## config.mk

```make
export PLATFORM = sky130hd
export DESIGN_NAME = matrix_mult_ctrl_flat
export DESIGN_NICKNAME = d
export VERILOG_FILES = /design/src/rtl/matrix_mult_pkg.sv /design/src/rtl/matrix_mult_ctrl_if.sv /design/src/rtl/mm_idx_counter.sv /design/src/rtl/matrix_mult_ctrl.sv /design/src/flat_wrapper.sv
export SDC_FILE = /design/constraint.sdc
export NUM_CORES = 1
export LEC_CHECK = 0
export BUFFER_PORTS_ARGS = -buffer_cell sky130_fd_sc_hd__buf_4
export CORE_AREA = 2 2 39 41
export DETAILED_ROUTE_END_ITERATION = 6
export DIE_AREA = 0 0 41 43
export HOLD_SLACK_MARGIN = 0.06
export MAX_ROUTING_LAYER = met4
export PLACE_DENSITY_LB_ADDON = 0.05
export SYNTH_ARGS = -nofsm -noshare
export SYNTH_HDL_FRONTEND = slang
export SYNTH_SLANG_ARGS = --single-unit
```

## constraint.sdc

```tcl
create_clock -name clk -period 1.38 [get_ports clk]
set_clock_uncertainty 0.05 [all_clocks]
set_input_delay 0.276 -clock clk [delete_from_list [all_inputs] [get_ports clk]]
set_output_delay 0.276 -clock clk [all_outputs]
set_load 0.01 [all_outputs]
```

## src/rtl/matrix_mult_pkg.sv

```systemverilog
`default_nettype none
// +----------------------------------------------------------------------+
// | matrix_mult_pkg : shared state encoding and address-width helper     |
// | Rev 1.0                                                              |
// +----------------------------------------------------------------------+
package matrix_mult_pkg;

    typedef enum logic [2:0] {
        ST_IDLE   = 3'd0,
        ST_LOAD_A = 3'd1,
        ST_LOAD_B = 3'd2,
        ST_MAC    = 3'd3,
        ST_OUT    = 3'd4,
        ST_DONE   = 3'd5
    } state_e;

    // Index width for a store of the given depth; never narrower than one bit.
    function automatic int addr_w(input int depth);
        return (depth > 1) ? $clog2(depth) : 1;
    endfunction

endpackage
`default_nettype wire

```

## src/rtl/matrix_mult_ctrl_if.sv

```systemverilog
`default_nettype none
// +----------------------------------------------------------------------+
// | matrix_mult_ctrl_if : operand-store, MAC and status strobes          |
// | Rev 1.0                                                              |
// +----------------------------------------------------------------------+
interface matrix_mult_ctrl_if
    import matrix_mult_pkg::*;
#(
    parameter int M = 2,
    parameter int N = 2
) ();
    localparam int AW = addr_w(M * N);
    localparam int CW = addr_w(M * M);

    logic          start;
    logic          in_valid;
    logic          a_wr;
    logic          b_wr;
    logic [AW-1:0] a_addr;
    logic [AW-1:0] b_addr;
    logic          mac_en;
    logic          mac_clr;
    logic          c_valid;
    logic [CW-1:0] c_addr;
    logic          busy;
    logic          done;

    modport master (
        input  start, in_valid,
        output a_wr, b_wr, a_addr, b_addr, mac_en, mac_clr, c_valid, c_addr, busy, done
    );

    modport slave (
        output start, in_valid,
        input  a_wr, b_wr, a_addr, b_addr, mac_en, mac_clr, c_valid, c_addr, busy, done
    );
endinterface
`default_nettype wire

```

## src/rtl/mm_idx_counter.sv

```systemverilog
`default_nettype none
// +----------------------------------------------------------------------+
// | mm_idx_counter : nested i/j/k counter sequencing the MAC/OUT phases  |
// | Rev 1.0                                                              |
// +----------------------------------------------------------------------+
module mm_idx_counter
    import matrix_mult_pkg::*;
#(
    parameter int M = 2,
    parameter int N = 2
) (
    input  logic                   clk,
    input  logic                   rst_n,
    input  logic                   clr_i,
    input  logic                   k_en_i,
    input  logic                   ij_en_i,
    output logic [addr_w(M)-1:0]   i_o,
    output logic [addr_w(M)-1:0]   j_o,
    output logic [addr_w(N)-1:0]   k_o,
    output logic                   k_last_o,
    output logic                   j_last_o,
    output logic                   i_last_o
);
    localparam int IW = addr_w(M);
    localparam int KW = addr_w(N);

    logic [IW-1:0] i_q, i_d, j_q, j_d;
    logic [KW-1:0] k_q, k_d;

    assign k_last_o = (k_q == KW'(N - 1));
    assign j_last_o = (j_q == IW'(M - 1));
    assign i_last_o = (i_q == IW'(M - 1));
    assign i_o      = i_q;
    assign j_o      = j_q;
    assign k_o      = k_q;

    always_ff @(posedge clk or negedge rst_n) begin
        if (!rst_n) begin
            i_q <= '0;
            j_q <= '0;
            k_q <= '0;
        end else begin
            i_q <= i_d;
            j_q <= j_d;
            k_q <= k_d;
        end
    end

    // j is the fast output index; i advances only when j wraps.
    always_comb begin
        i_d = i_q;
        j_d = j_q;
        k_d = k_q;
        if (clr_i) begin
            i_d = '0;
            j_d = '0;
            k_d = '0;
        end else begin
            if (k_en_i) begin
                k_d = k_last_o ? '0 : k_q + KW'(1);
            end
            if (ij_en_i) begin
                if (j_last_o) begin
                    j_d = '0;
                    i_d = i_last_o ? '0 : i_q + IW'(1);
                end else begin
                    j_d = j_q + IW'(1);
                end
            end
        end
    end
endmodule
`default_nettype wire

```

## src/rtl/matrix_mult_ctrl.sv

```systemverilog
`default_nettype none
// +----------------------------------------------------------------------+
// | matrix_mult_ctrl : sequencer for C = A x B (load A, load B, MAC/OUT) |
// | Optional macro MM_CTRL_VALID_EN: loads advance only on in_valid.     |
// | Rev 1.0                                                              |
// +----------------------------------------------------------------------+
module matrix_mult_ctrl
    import matrix_mult_pkg::*;
#(
    parameter int DW = 8,
    parameter int M  = 2,
    parameter int N  = 2
) (
    input  logic               clk,
    input  logic               reset,
    matrix_mult_ctrl_if.master bus
);
    localparam int            AW       = addr_w(M * N);
    localparam int            CW       = addr_w(M * M);
    localparam int            IW       = addr_w(M);
    localparam int            KW       = addr_w(N);
    localparam logic [AW-1:0] LAST_IDX = AW'(M * N - 1);

    state_e        state_q, state_d;
    logic [AW-1:0] idx_q, idx_d;
    logic          accept;
    logic [IW-1:0] i_cnt, j_cnt;
    logic [KW-1:0] k_cnt;
    logic          k_last, j_last, i_last;
    logic          a_wr, b_wr, c_valid;

    // DW only sizes the external operand stores.
    if (DW < 1) begin : g_dw_invalid
    end

`ifdef MM_CTRL_VALID_EN
    // Write strobes follow in_valid in the same cycle so each element is captured as presented.
    assign accept = bus.in_valid;
`else
    logic unused_in_valid;
    assign unused_in_valid = bus.in_valid;
    assign accept          = 1'b1;
`endif

    mm_idx_counter #(.M(M), .N(N)) u_idx (
        .clk      (clk),
        .rst_n    (reset),
        .clr_i    (state_q == ST_IDLE),
        .k_en_i   (state_q == ST_MAC),
        .ij_en_i  (state_q == ST_OUT),
        .i_o      (i_cnt),
        .j_o      (j_cnt),
        .k_o      (k_cnt),
        .k_last_o (k_last),
        .j_last_o (j_last),
        .i_last_o (i_last)
    );

    always_ff @(posedge clk or negedge reset) begin
        if (!reset) begin
            state_q <= ST_IDLE;
            idx_q   <= '0;
        end else begin
            state_q <= state_d;
            idx_q   <= idx_d;
        end
    end

    always_comb begin
        state_d = state_q;
        idx_d   = idx_q;
        case (state_q)
            ST_IDLE: begin
                idx_d = '0;
                if (bus.start) state_d = ST_LOAD_A;
            end
            ST_LOAD_A, ST_LOAD_B: begin
                if (accept) begin
                    if (idx_q == LAST_IDX) begin
                        idx_d   = '0;
                        state_d = (state_q == ST_LOAD_A) ? ST_LOAD_B : ST_MAC;
                    end else begin
                        idx_d = idx_q + AW'(1);
                    end
                end
            end
            ST_MAC:  if (k_last) state_d = ST_OUT;
            ST_OUT:  state_d = (i_last && j_last) ? ST_DONE : ST_MAC;
            ST_DONE: state_d = ST_IDLE;
            default: state_d = ST_IDLE;
        endcase
    end

    assign a_wr    = (state_q == ST_LOAD_A) && accept;
    assign b_wr    = (state_q == ST_LOAD_B) && accept;
    assign c_valid = (state_q == ST_OUT);

    assign bus.a_wr    = a_wr;
    assign bus.b_wr    = b_wr;
    assign bus.a_addr  = a_wr ? idx_q : '0;
    assign bus.b_addr  = b_wr ? idx_q : '0;
    assign bus.mac_en  = (state_q == ST_MAC);
    assign bus.mac_clr = (state_q == ST_MAC) && (k_cnt == '0);
    assign bus.c_valid = c_valid;
    assign bus.c_addr  = c_valid ? CW'(int'(i_cnt) * M + int'(j_cnt)) : '0;
    assign bus.busy    = (state_q != ST_IDLE);
    assign bus.done    = (state_q == ST_DONE);
endmodule
`default_nettype wire
```

## src/flat_wrapper.sv

```systemverilog
// flat-port wrapper written by rule: the top's interface ports become plain ports
module matrix_mult_ctrl_flat import matrix_mult_pkg::*;
#(
    parameter int DW = 8,
    parameter int M  = 2,
    parameter int N  = 2
)
  (clk, reset, bus_start, bus_in_valid, bus_a_wr, bus_b_wr, bus_a_addr, bus_b_addr, bus_mac_en, bus_mac_clr, bus_c_valid, bus_c_addr, bus_busy, bus_done);
  matrix_mult_ctrl_if #(.M(M), .N(N)) bus_i ();
  input  logic clk;
  input  logic reset;
  input wire logic [$bits(bus_i.start)-1:0] bus_start;
  input wire logic [$bits(bus_i.in_valid)-1:0] bus_in_valid;
  output wire logic [$bits(bus_i.a_wr)-1:0] bus_a_wr;
  output wire logic [$bits(bus_i.b_wr)-1:0] bus_b_wr;
  output wire logic [$bits(bus_i.a_addr)-1:0] bus_a_addr;
  output wire logic [$bits(bus_i.b_addr)-1:0] bus_b_addr;
  output wire logic [$bits(bus_i.mac_en)-1:0] bus_mac_en;
  output wire logic [$bits(bus_i.mac_clr)-1:0] bus_mac_clr;
  output wire logic [$bits(bus_i.c_valid)-1:0] bus_c_valid;
  output wire logic [$bits(bus_i.c_addr)-1:0] bus_c_addr;
  output wire logic [$bits(bus_i.busy)-1:0] bus_busy;
  output wire logic [$bits(bus_i.done)-1:0] bus_done;
  assign bus_i.start = bus_start;
  assign bus_i.in_valid = bus_in_valid;
  assign bus_a_wr = bus_i.a_wr;
  assign bus_b_wr = bus_i.b_wr;
  assign bus_a_addr = bus_i.a_addr;
  assign bus_b_addr = bus_i.b_addr;
  assign bus_mac_en = bus_i.mac_en;
  assign bus_mac_clr = bus_i.mac_clr;
  assign bus_c_valid = bus_i.c_valid;
  assign bus_c_addr = bus_i.c_addr;
  assign bus_busy = bus_i.busy;
  assign bus_done = bus_i.done;
  matrix_mult_ctrl #(.DW(DW), .M(M), .N(N)) u_core (.clk(clk), .reset(reset), .bus(bus_i));
endmodule
```

==> flow_summary.json <==
{
  "cts-root-buf": "clkbuf_4",
  "slew_headroom": 0.861,
  "start_util": 0.395,
  "cts_tree": "done",
  "synthXorXnorAreaFrac": 0,
  "syn_inst": 59,
  "yosysWarnings": 0,
  "gr-total-overflow": 0,
  "insertion_delay_ps": 260,
  "wl_per_cell_um": 13.6,
  "yosysSeqAreaShare": 0.366,
  "n_antenna_cell": 0,
  "hp-class": "in -> reg",
  "netlist_area_um2": 547,
  "crit_path_start_kind": "flip-flop",
  "setup_viol_count_final": 13,
  "fmax_ghz": 0.617,
  "max_cap_violations": 0,
  "fin_ws_ps": -241,
  "placementRows": 14,
  "clockBufferDepth": 2,
  "ctsHtreeMaxLevel": 1,
  "syn_area_per_cell_um2": 9.27,
  "drt_first_pass_iters": 4,
  "antenna_found_initial": 0,
  "crit_path_end_kind": "output port",
  "cp_slowest_stage_delay_ps": 470,
  "pwr_density_cell_nw_per_um2": 2350,
  "synth_edf_count": 0,
  "synth-simple-area-share": 0.297,
  "crit_required_ps": 1050,
  "synth_compound_area_frac": 0.208,
  "grt_pass1_vias": 560,
  "core_area_um2": 1380,
  "synth_adder_area_share": 0.0229,
  "hold_violations": 0,
  "hpwl_um": 993,
  "num-nets-final": 105,
  "fin_crit_ps": 1620,
  "worst_pin_slew_ps": 207,
  "finalMaxSlewViolations": 0,
  "yosysUniqueCellTypes": 31,
  "cts_sinks": 8,
  "grt_usage": 0.217,
  "grt_pass1_wl_um": 2480,
  "synth-seq-cells": 8,
  "die_y_um": 43,
  "io_buffers": 15,
  "failed_checks": "negative setup slack",
  "arrival_ps": 1290,
  "drive_gt1_frac": 0.592,
  "rsz0062_at_grt": "yes",
  "ir_drop_uv": 1270,
  "routabilityCongestion": 0.830,
  "die_w_um": 41,
  "drt_iter0_markers": 11,
  "ant_nets": 0,
  "synthFlopType": "dfrtp_1",
  "synth_top_family_by_area": "simple AND/OR/NAND/NOR gates",
  "crit_slowest_cell": "dfrtp_2",
  "period_share": 1.17,
  "place_inst": 102,
  "timing.hold.ws_ps": 182,
  "floorplan.die_area_um2": 1760,
  "syn-num-nets": 64,
  "io_pins": 17,
  "async_flop_share": 1.00,
  "vias": 592,
  "final_area_um2": 972,
  "syn_to_final_growth_pct": 77.8,
  "wirelength_um": 1550,
  "numCtsBuffers": 3,
  "synth_mux_area_frac": 0.0366,
  "clk_pin_slew_ps": 60,
  "dpl-instance-area_um2": 769,
  "vias_per_cell": 5.19,
  "stdcell_count": 114,
  "grt_max_degree": 9,
  "critPathKind": "reg -> out",
  "leakagePower_nw": 0.454,
  "status": "finished, violations left",
  "remaining_drc_errors": 0,
  "path_max_fanout": 7,
  "worstPathCellList": "buf_4, buf_4, and3_4, buf_6",
  "crit_path_frequent_cell": "buf_4",
  "p_total_mw": 2.28
}
==> power by group <==
part / internal (mW) / leakage (nW) / switching, mW / total [mW]
Clock: 0.100 / 0.0138 / 0.0878 / 0.188
Sequential: 0.339 / 0.0994 / 0.160 / 0.499
Combinational: 0.942 / 0.341 / 0.652 / 1.59
==> Yosys cell counts, drive strengths merged (2+ instances only) <==
library cell	number	area, um^2
a21oi	3	15.0
a22oi	2	15.0
and2	5	31.3
and3	3	18.8
buf	3	26.3
dfrtp	8	200
inv	2	7.51
mux2i	2	20.0
nor2	2	7.51
nor2b	4	25.0
nor3	2	20.0
nor3b	2	20.0
nor4	2	18.8
o21ai	6	30.0
==> registers in the layout (all words and copies together) (netlist names) <==
name                   count
u_core.state_q             3
u_core.idx_q               2
u_core.u_idx.k_last_o      1
u_core.u_idx.i_last_o      1
u_core.u_idx.j_last_o      1
==> placed cells by master, fill, tap and decap left out, types with 2 or more instances in the layout <==
master,count
buf_4,27
buf_6,12
and2_1,5
dfrtp_1,5
o21ai_0,3
a21oi_1,3
o21ai_1,3
nor2b_1,3
clkbuf_4,3
dfrtp_2,3
inv_2,2
nor3_4,2
and3_1,2
mux2i_1,2
a22oi_1,2
==> kinds of logic (layout without fill, tap and decap cells) <==
family	Yosys count	after routing
fa+ha+maj	1	1
simple gates	24	24
compound gates	18	18
mux	2	2
buf+inv	6	45
flops	8	8
==> what timing repair did <==
action,in CTS,in global routing
hold endpoints to repair,8,0
hold buffers,1,0
pin swaps,5,8
endpoints found under the setup margin,13,18
gates resized for setup,18,13
buffers inserted,5,4
==> final timing paths <==
kind	startpoint	to	slack, ps	depth (start not counted)
setup / recovery	u_core.state_q[0]	bus_done	-240	4
hold / removal	bus_start	u_core.state_q[0]	180	3
setup reg to reg	u_core.state_q[2]	u_core.idx_q[0]	50	6
hold reg to reg	u_core.u_idx.i_last_o	u_core.u_idx.i_last_o	490	1
max in group asynchronous	reset	u_core.state_q[0]	820	2
min in group asynchronous	reset	u_core.u_idx.i_last_o	320	2
==> worst max-delay path, delay by kind of cell, from the launching register on <==
kind          cells  cell delay, ps
simple gates      1             170
flops             1             470
buf+inv           3             400
==> routing by layer <==
metal	vias to the layer above	wire (um)	GRT usage
met3	0	63	0.0471
met5	-	0	-
met1	282	705	0.293
met2	16	778	0.313
li1	294	-	-
met4	0	0	0.0800
==> per-stage QoR <==
stage               TNS [ps]  setup slack (ps)   util
floorplan                  0              2.38      -
global placement        -288             -68.0  0.556
detailed placement      -271             -61.0  0.556
CTS                    -2620              -224  0.647
global route           -3470              -295  0.703
finish                 -2620              -241  0.703
==> cell type report <==
cell class | instances | area [um^2]
repair buffers | 40 | 348
fillers | 109 | 412
multi-input cells | 45 | 370
flip-flops and latches | 8 | 204
well taps | 16 | 20.0
inverters | 2 | 7.51
clock buffers | 3 | 22.5
No activity file was read; power rests on OpenSTA's default activity.
